==> config.mk <==
export PLATFORM = sky130hd
export DESIGN_NAME = oam_scan
export DESIGN_NICKNAME = d
export VERILOG_FILES = /design/src/rtl/oam_scan.sv
export SDC_FILE = /design/constraint.sdc
export NUM_CORES = 1
export LEC_CHECK = 0
export BUFFER_PORTS_ARGS = -buffer_cell sky130_fd_sc_hd__buf_2
export CAP_MARGIN = 20
export CORE_UTILIZATION = 30
export DETAILED_ROUTE_END_ITERATION = 8
export PLACE_DENSITY = 0.52
export SLEW_MARGIN = 15
export SYNTH_ARGS = -nofsm -noshare
export SYNTH_HDL_FRONTEND = slang
export SYNTH_SLANG_ARGS = --single-unit
==> constraint.sdc <==
create_clock -name clk -period 6.7 [get_ports clk]
set_input_delay 1.34 -clock clk [delete_from_list [all_inputs] [get_ports clk]]
set_output_delay 1.34 -clock clk [all_outputs]
set_load 0.01 [all_outputs]
==> src/rtl/oam_scan.sv <==
// Mode-2 OAM search: walks every OAM entry at two cycles per entry and keeps up to
// MAX_SPRITES entries whose vertical span covers the latched scanline, in OAM order.
module oam_scan #(
   parameter int unsigned NUM_ENTRIES = 40,
   parameter int unsigned MAX_SPRITES = 10
) (
   input  logic       clk,
   input  logic       reset,
   input  logic       lcd_en,
   input  logic       start,
   input  logic [7:0] ly,
   input  logic       obj_tall,
   output logic [7:0] oam_addr,
   input  logic [7:0] oam_rdata,
   output logic       busy,
   output logic       done,
   output logic [3:0] sprite_count,
   input  logic [3:0] slot_sel,
   output logic [5:0] slot_oam_idx,
   output logic [7:0] slot_x,
   output logic [3:0] slot_row
);

   typedef enum logic [1:0] {
      StIdle,
      StReadY,
      StReadX,
      StDone
   } state_e;

   state_e     state_q, state_d;
   logic [5:0] idx_q, idx_d;
   logic [7:0] ly_q, ly_d;
   logic       tall_q, tall_d;
   logic [7:0] y_q, y_d;
   logic [3:0] count_q, count_d;
   logic       wr_en;

   logic [5:0] slot_idx_q [MAX_SPRITES];
   logic [7:0] slot_x_q   [MAX_SPRITES];
   logic [3:0] slot_row_q [MAX_SPRITES];

   logic [8:0] line_pos;
   logic [8:0] y_top;
   logic [8:0] y_end;
   logic       hit;
   logic [3:0] row;

   // Nine-bit compare so that Y+H and LY+16 never wrap.
   assign line_pos = {1'b0, ly_q} + 9'd16;
   assign y_top    = {1'b0, y_q};
   assign y_end    = y_top + (tall_q ? 9'd16 : 9'd8);
   assign hit      = (line_pos >= y_top) && (line_pos < y_end);
   // The +16 vanishes modulo 16, so only the low nibbles matter for the row.
   assign row      = ly_q[3:0] - y_q[3:0];

   always_comb begin
      state_d = state_q;
      idx_d   = idx_q;
      ly_d    = ly_q;
      tall_d  = tall_q;
      y_d     = y_q;
      count_d = count_q;
      wr_en   = 1'b0;
      unique case (state_q)
         StIdle: begin
            if (start) begin
               ly_d    = ly;
               tall_d  = obj_tall;
               count_d = 4'd0;
               idx_d   = 6'd0;
               state_d = StReadY;
            end
         end
         StReadY: begin
            y_d     = oam_rdata;
            state_d = StReadX;
         end
         StReadX: begin
            if (hit && (count_q < 4'(MAX_SPRITES))) begin
               wr_en   = 1'b1;
               count_d = count_q + 4'd1;
            end
            if (idx_q == 6'(NUM_ENTRIES - 1)) begin
               state_d = StDone;
            end else begin
               idx_d   = idx_q + 6'd1;
               state_d = StReadY;
            end
         end
         StDone: begin
            state_d = StIdle;
         end
         default: begin
            state_d = StIdle;
         end
      endcase
      if (!lcd_en) begin
         state_d = StIdle;
         count_d = 4'd0;
         wr_en   = 1'b0;
      end
   end

   always_ff @(posedge clk or posedge reset) begin
      if (reset) begin
         state_q <= StIdle;
         idx_q   <= 6'd0;
         ly_q    <= 8'd0;
         tall_q  <= 1'b0;
         y_q     <= 8'd0;
         count_q <= 4'd0;
      end else begin
         state_q <= state_d;
         idx_q   <= idx_d;
         ly_q    <= ly_d;
         tall_q  <= tall_d;
         y_q     <= y_d;
         count_q <= count_d;
      end
   end

   always_ff @(posedge clk or posedge reset) begin
      if (reset) begin
         for (int i = 0; i < int'(MAX_SPRITES); i++) begin
            slot_idx_q[i] <= 6'd0;
            slot_x_q[i]   <= 8'd0;
            slot_row_q[i] <= 4'd0;
         end
      end else if (wr_en) begin
         slot_idx_q[count_q] <= idx_q;
         slot_x_q[count_q]   <= oam_rdata;
         slot_row_q[count_q] <= row;
      end
   end

   always_comb begin
      oam_addr = 8'd0;
      unique case (state_q)
         StReadY: oam_addr = {idx_q, 2'b00};
         StReadX: oam_addr = {idx_q, 2'b01};
         default: oam_addr = 8'd0;
      endcase
   end

   assign busy         = (state_q == StReadY) || (state_q == StReadX);
   assign done         = (state_q == StDone);
   assign sprite_count = count_q;

   always_comb begin
      slot_oam_idx = 6'd0;
      slot_x       = 8'd0;
      slot_row     = 4'd0;
      if (slot_sel < 4'(MAX_SPRITES)) begin
         slot_oam_idx = slot_idx_q[slot_sel];
         slot_x       = slot_x_q[slot_sel];
         slot_row     = slot_row_q[slot_sel];
      end
   end

endmodule

==> results of run 1 <==
[worst max-delay path by stage]
| stage | start | endpoint | cells after the start |
|---|---|---|---|
| floorplan | slot_sel[0] | slot_oam_idx[4] | 5 |
| global placement | slot_sel[0] | slot_row[3] | 5 |
| detailed placement | slot_sel[0] | slot_row[3] | 5 |
| CTS | slot_sel[0] | slot_row[3] | 5 |
| global route | slot_sel[0] | slot_x[2] | 5 |
| finish | slot_sel[0] | slot_row[3] | 5 |
[layout make-up]
type,instances,area (um2),share of cell area
multi-input cells,454,4760,0.398
clock inverters,11,126,0.0106
flip-flops and latches,209,5230,0.437
clock buffers,35,744,0.0623
well taps,448,561,0.0469
repair buffers,72,420,0.0352
inverters,29,113,0.00942
[cells by family after synthesis]
| kind of cell | share of synthesized area |
|---|---|
| muxes | 0.313 |
| buffers and inverters | 0.0384 |
| DFF | 0.503 |
| adders and majority gates | 0.0364 |
| xor gates and xnor gates | 0.00590 |
| and+or+nand+nor | 0.0466 |
| other | 0.000361 |
| AOI/OAI and AO/OA | 0.0564 |
[stage by stage]
step                power, mW  worst slack [ns]  area [um2]  instances
floorplan                1.98              2.30       10400        748
global placement         2.21              1.98       11100       1210
detailed placement       2.22              2.00       11100       1211
CTS                      3.66              1.99       11900       1257
global route             3.81              1.89       12000       1258
finish                   3.59              2.06       12000       1258
[flip-flops by register name, summed over array words and instances (netlist names)]
register	count
ly_q	8
state_q	2
tall_q	1
slot_x_q	80
y_q	8
slot_idx_q	60
slot_row_q	40
idx_q	6
sprite_count	4
[cells in the final DEF, fill, tap and decap left out, types with 3 or more instances in the layout]
cell type                   count
sky130_fd_sc_hd__clkbuf_16     26
sky130_fd_sc_hd__nor3_1         3
sky130_fd_sc_hd__o21ai_0       25
sky130_fd_sc_hd__nor2_2         3
sky130_fd_sc_hd__and2_1         8
sky130_fd_sc_hd__xor2_1         4
sky130_fd_sc_hd__a21o_1         3
sky130_fd_sc_hd__clkbuf_1       3
sky130_fd_sc_hd__nand2_1       38
sky130_fd_sc_hd__nand2b_1       3
sky130_fd_sc_hd__nand3_1        9
sky130_fd_sc_hd__nand4_1        4
sky130_fd_sc_hd__clkbuf_8       6
sky130_fd_sc_hd__ha_1          27
sky130_fd_sc_hd__mux2_2       151
sky130_fd_sc_hd__nor2_1         3
sky130_fd_sc_hd__o31ai_1        4
sky130_fd_sc_hd__xnor2_1        3
sky130_fd_sc_hd__mux2i_1        6
sky130_fd_sc_hd__buf_4         16
sky130_fd_sc_hd__mux2_1        12
sky130_fd_sc_hd__a21oi_1       22
sky130_fd_sc_hd__mux2_4        36
sky130_fd_sc_hd__nor4_4         3
sky130_fd_sc_hd__a221oi_1      18
sky130_fd_sc_hd__inv_1         26
sky130_fd_sc_hd__buf_2         54
sky130_fd_sc_hd__dfrtp_1      209
sky130_fd_sc_hd__mux4_2        36
sky130_fd_sc_hd__clkinv_2       5
[report_power, final]
part           internal [mW]  switching (mW)  total [mW]
combinational          0.302           0.466       0.768
sequential              1.35          0.0689        1.42
clock                  0.856           0.552        1.41
total                   2.51            1.09        3.59
[worst reg2reg max path, cell delays in order (launching register included)]
cell,delay (ns)
sky130_fd_sc_hd__dfrtp_1,0.40
sky130_fd_sc_hd__inv_1,0.11
sky130_fd_sc_hd__ha_1,0.18
sky130_fd_sc_hd__inv_1,0.05
sky130_fd_sc_hd__fa_1,0.41
sky130_fd_sc_hd__nor3_1,0.20
sky130_fd_sc_hd__xnor2_1,0.16
sky130_fd_sc_hd__ha_1,0.27
sky130_fd_sc_hd__nand2_1,0.07
sky130_fd_sc_hd__a2bb2oi_1,0.16
sky130_fd_sc_hd__nand4b_1,0.11
sky130_fd_sc_hd__a211o_1,0.58
sky130_fd_sc_hd__and4b_1,0.75
sky130_fd_sc_hd__buf_4,0.34
sky130_fd_sc_hd__mux2_2,0.37
[layer usage]
| metal | track usage | share of wire | vias to the layer above |
|---|---|---|---|
| met5 | 0 | 0.00053 | - |
| met4 | 0.0338 | 0.019 | 2 |
| met3 | 0.0226 | 0.033 | 30 |
| met2 | 0.238 | 0.48 | 90 |
| met1 | 0.196 | 0.47 | 3232 |
| li1 | - | - | 2819 |
==> impl_metrics.toml, run 1 <==
[run_status]
run_status = "completed"

[cts]
cts_tree = "built"
cts_resized = 0
postCtsSetupBuffers = 0
htree_num_levels = 1
clockBufferDepth = 3
cts_hold_repair.buffers = 0
cts_root_buf = "sky130_fd_sc_hd__clkbuf_16"
clock_transition_at_path_regs_ns = 0.06
tritoncts.num_buffers = 26
tritoncts_num_sinks = 209
clk_latency_ns = 0.54

[setup_path]
worst-path-buf-inv = 2
r2r_start = "tall_q$_DFFE_PP0P_"
timing.critical_path.arrival_ns = 3.30
critPathMaxStageDelay_ns = 0.68
cpMaxStageDelayCell = "sky130_fd_sc_hd__buf_4"
worstPathCellList = "buf_4, mux4_2, a221oi_1, a21oi_1, buf_2"
critPathRequiredTime_ns = 5.36
critical_path.top_delay_family = "buffers and inverters"
r2r.worst_path.cells = 14
setup.reg_to_reg.worst_slack_ns = 2.43
timing.setup.critical_path_class = "in2out"
setup.worst_path.start_class = "input pin"
setup.worst_path.end_class = "output pin"
rr_endpoint = "slot_row_q[38]$_DFFE_PP0P_"
path_max_fanout = 49

[sta]
timing_worst_slew_pin_value_ns = 0.968
max_freq_ghz = 0.216
report.final.hold_viol_count = 0
whs_ns = 0.491
finalMaxSlewViolations = 0
final.period_utilization = 0.692
slew_headroom = 0.353
rsz_0062_raised_after_global_routing = "false"
final.setup_skew_ns = 0.0275
setup_viol_count_final = 0
finalCriticalPeriod_ns = 4.64
totalNegativeSetupSlack_ns = 0

[min_path]
min_delay_src = "slot_x_q[14]$_DFFE_PP0P_"
hold_path_class = "reg2reg"
worst_hold_endpoint = "slot_x_q[14]$_DFFE_PP0P_"
hold-path-cell-count = 1

[power]
power.ir.vdd_worst_v = 0.000207
power.leakage_nw = 5.66
power.density_nw_per_um2 = 301

[logic_synthesis]
syn_nets = 802
avg_cell_area_syn_um2 = 13.9
synthesis.yosys.warnings = 0
post_synth_instance_area_um2 = 10400
dominantRegCellSynth = "sky130_fd_sc_hd__dfrtp_1"
netlist-cell-type-count = 57
synth-seq-area-share = 0.503
synth.top_cells.by_count = "sky130_fd_sc_hd__dfrtp_1 (209), sky130_fd_sc_hd__mux2_2 (151), sky130_fd_sc_hd__nand2_1 (38)"
async_reset_ff_frac = 1.00
yosysMostFrequentCell = "sky130_fd_sc_hd__dfrtp_1"
yosys-top-cells-area = "sky130_fd_sc_hd__dfrtp_1 (50%), sky130_fd_sc_hd__mux2_2 (16%), sky130_fd_sc_hd__mux4_2 (7.8%), sky130_fd_sc_hd__mux2_4 (5.2%), sky130_fd_sc_hd__ha_1 (3.3%)"
synth_top_cell_by_area = "sky130_fd_sc_hd__dfrtp_1"
ys_ff_latch = 209
synth_enable_flop_cells = 0
synthDominantCellAreaShare = 0.503
synth_cells = 748

[routing]
remaining_drc_errors = 0
firstDrtPassIters = 4
routed_wire_length_per_instance_um = 19.4
routed_via_density = 4.91
detail_route.wirelength_mm = 24.4
routed-via-count = 6173
detailedRoute.firstIterationViolations = 281
antenna_violating_nets_post_route = 0

[cells_and_area]
antenna_cells = 0
share_of_final_layout_standard_cells_stronger_than_drive_strength_1 = 0.431
utilization = 0.354
area_growth_syn_to_layout_pct = 15.1
fillCellCount = 3282
nets = 846

[floorplanning]
core_um2 = 33800
ios = 57
die_area_um2 = 35400
fp.dieW_um = 188
chipHeight_um = 188
start_util = 0.308
core.rowCount = 67

[place]
place.port_buffers = 55
half_perimeter_wire_length_of_the_detailed_placement_result_mm = 15.1
weighted_congestion_at_the_end_of_routability_driven_global_placement = 0.715

[global_routing]
gr-usage-all-layers = 0.143
antenna_found_initial = 1
global_route_wire_length_before_repair_mm = 39.7
grt_start_max_net_pins = 68
vias_in_the_first_global_route = 6714
grt_overflow = 0

[run]
timing.max_cap.violations = 0
Note: power is estimated with default switching activity, not from simulation.
==> run 2: changes to the inputs <==
Clock period 6.7 ns to 3.8 ns, I/O delays scaled along.
==> run 2 against run 1 <==
Setup slack lost 1.8 ns. Critical path type is now reg2reg. Count of clock-buffer cells in the layout decreased by 1. Critical path depth rose by 10. Highest routed layer is now met4.
==> impl_metrics.toml, run 2 (synthesis gave the netlist of run 1 again) <==
[floorplanning]
core_um2 = 33800
fp.dieW_um = 188
die_area_um2 = 35400
chipHeight_um = 188
core.rowCount = 67
start_util = 0.308
ios = 57

[cells_and_area]
area_growth_syn_to_layout_pct = 17.1
antenna_cells = 0
largestRegisters = "slot_x_q: 80 flops, slot_idx_q: 60 flops, slot_row_q: 40 flops"
share_of_final_layout_standard_cells_stronger_than_drive_strength_1 = 0.436
nets = 859
final_common_cell = "sky130_fd_sc_hd__dfrtp_1"
layout.cells.most_common_list = "sky130_fd_sc_hd__dfrtp_1 (209), sky130_fd_sc_hd__mux2_2 (151), sky130_fd_sc_hd__buf_2 (54)"
registers.top_by_ff_count = "slot_x_q"
finalInstanceArea_um2 = 12200
largest_reg_flops = 80
fin_cells = 1265

[sta]
report.final.hold_viol_count = 0
final.setup_skew_ns = 0.0174
setup_viol_count_final = 0
finalCriticalPeriod_ns = 3.57
timing_worst_slew_pin_value_ns = 0.905
rsz_0062_raised_after_global_routing = "false"
whs_ns = 0.235
slew_headroom = 0.395
final.setup.worst_slack_ns = 0.227
max_freq_ghz = 0.280
finalMaxSlewViolations = 0
final.period_utilization = 0.940
totalNegativeSetupSlack_ns = 0

[routing]
remaining_drc_errors = 0
routed-via-count = 6186
antenna_violating_nets_post_route = 0
detailedRoute.firstIterationViolations = 246
detail_route.wirelength_mm = 24.3
firstDrtPassIters = 4
routed_wire_length_per_instance_um = 19.2
routed_via_density = 4.89

[setup_path]
timing.critical_path.arrival_ns = 3.96
timing.setup.critical_path_class = "reg2reg"
critPathRequiredTime_ns = 4.19
setup.worst_path.end_class = "flop"
setup.worst_path.start_class = "flop"
r2r_start = "tall_q$_DFFE_PP0P_"
r2r.worst_path.cells = 15
path_max_fanout = 18
rr_endpoint = "slot_idx_q[22]$_DFFE_PP0P_"
setup.reg_to_reg.worst_slack_ns = 0.23

[cts]
tritoncts.num_buffers = 25
clock_transition_at_path_regs_ns = 0.06
cts_root_buf = "sky130_fd_sc_hd__clkbuf_16"
clockBufferDepth = 3
htree_num_levels = 1
cts_tree = "built"
clk_latency_ns = 0.51
tritoncts_num_sinks = 209

[global_routing]
gr-usage-all-layers = 0.141
grt_start_max_net_pins = 61
antenna_found_initial = 0
global_route_wire_length_before_repair_mm = 39.1
grt_overflow = 0
vias_in_the_first_global_route = 6589

[power]
power.leakage_nw = 5.74
power.ir.vdd_worst_v = 0.000275
power.density_nw_per_um2 = 509

[run_status]
run_status = "completed"

[run]
timing.max_cap.violations = 0

[place]
half_perimeter_wire_length_of_the_detailed_placement_result_mm = 15.2
post-place-ws_ns = 0.189
weighted_congestion_at_the_end_of_routability_driven_global_placement = 0.735
placed_cells = 1223
post_dp_cell_area_um2 = 11300
place.port_buffers = 55

[min_path]
hold_path_class = "in2async"
[run 2: cell type report]
type | count | area, um2
Timing Repair Buffer | 86 | 703
Fill cell | 3281 | 21600
Tap cell | 448 | 561
Sequential cell | 209 | 5230
Inverter | 29 | 113
Clock inverter | 5 | 77.6
Clock buffer | 34 | 709
Multi-Input combinational cell | 454 | 4770
[run 2: worst max path at each step]
stage | cells after the start | startpoint | end | slack, ns
finish | 15 | tall_q$_DFFE_PP0P_ | slot_idx_q[22]$_DFFE_PP0P_ | 0.23
global route | 16 | tall_q$_DFFE_PP0P_ | slot_x_q[37]$_DFFE_PP0P_ | 0.02
global placement | 15 | tall_q$_DFFE_PP0P_ | slot_row_q[34]$_DFFE_PP0P_ | 0.26
CTS | 15 | tall_q$_DFFE_PP0P_ | slot_idx_q[22]$_DFFE_PP0P_ | 0.17
floorplan | 15 | tall_q$_DFFE_PP0P_ | slot_idx_q[42]$_DFFE_PP0P_ | 0.32
detailed placement | 15 | tall_q$_DFFE_PP0P_ | slot_idx_q[20]$_DFFE_PP0P_ | 0.19
[run 2: through the flow]
step,util,total power [mW]
after floorplan,-,3.49
after global placement,0.335,3.94
after detailed placement,0.335,3.95
after CTS,0.358,6.30
after global routing,0.360,6.57
final,0.360,6.19
[run 2: metal layers]
layer  GRT usage  wire length [um]  vias up
li1            -                 -     2846
met1       0.200             11600     3219
met2       0.227             11600       93
met3      0.0225               761       28
met4      0.0300               391        0
met5           0                 0        -
[run 2: repair_timing]
action / 4_1_cts / 5_1_grt
hold buffers: 0 / 0
gates resized for setup: 0 / 1
endpoints found under the setup margin: 0 / 61
buffers inserted: 0 / 1
[run 2: power by group]
group / leakage, nW / internal (mW) / total [mW] / switching (mW)
clock network: 0.385 / 1.42 / 2.31 / 0.885
logic: 2.51 / 0.558 / 1.39 / 0.830
registers: 2.84 / 2.38 / 2.50 / 0.116
total: 5.74 / 4.36 / 6.19 / 1.83
[run 2: worst max-delay path, stage by stage, from the launching register on]
cell and delay (ns):
sky130_fd_sc_hd__dfrtp_1 0.39, sky130_fd_sc_hd__inv_1 0.10, sky130_fd_sc_hd__ha_1 0.17, sky130_fd_sc_hd__inv_1 0.05, sky130_fd_sc_hd__fa_1 0.41, sky130_fd_sc_hd__nor3_2 0.15, sky130_fd_sc_hd__xnor2_1 0.14, sky130_fd_sc_hd__ha_1 0.26
sky130_fd_sc_hd__nand2_1 0.07, sky130_fd_sc_hd__a2bb2oi_1 0.18, sky130_fd_sc_hd__nand4b_1 0.11, sky130_fd_sc_hd__a211o_1 0.30, sky130_fd_sc_hd__buf_4 0.21, sky130_fd_sc_hd__nor4_4 0.28, sky130_fd_sc_hd__buf_12 0.25, sky130_fd_sc_hd__mux2_2 0.35
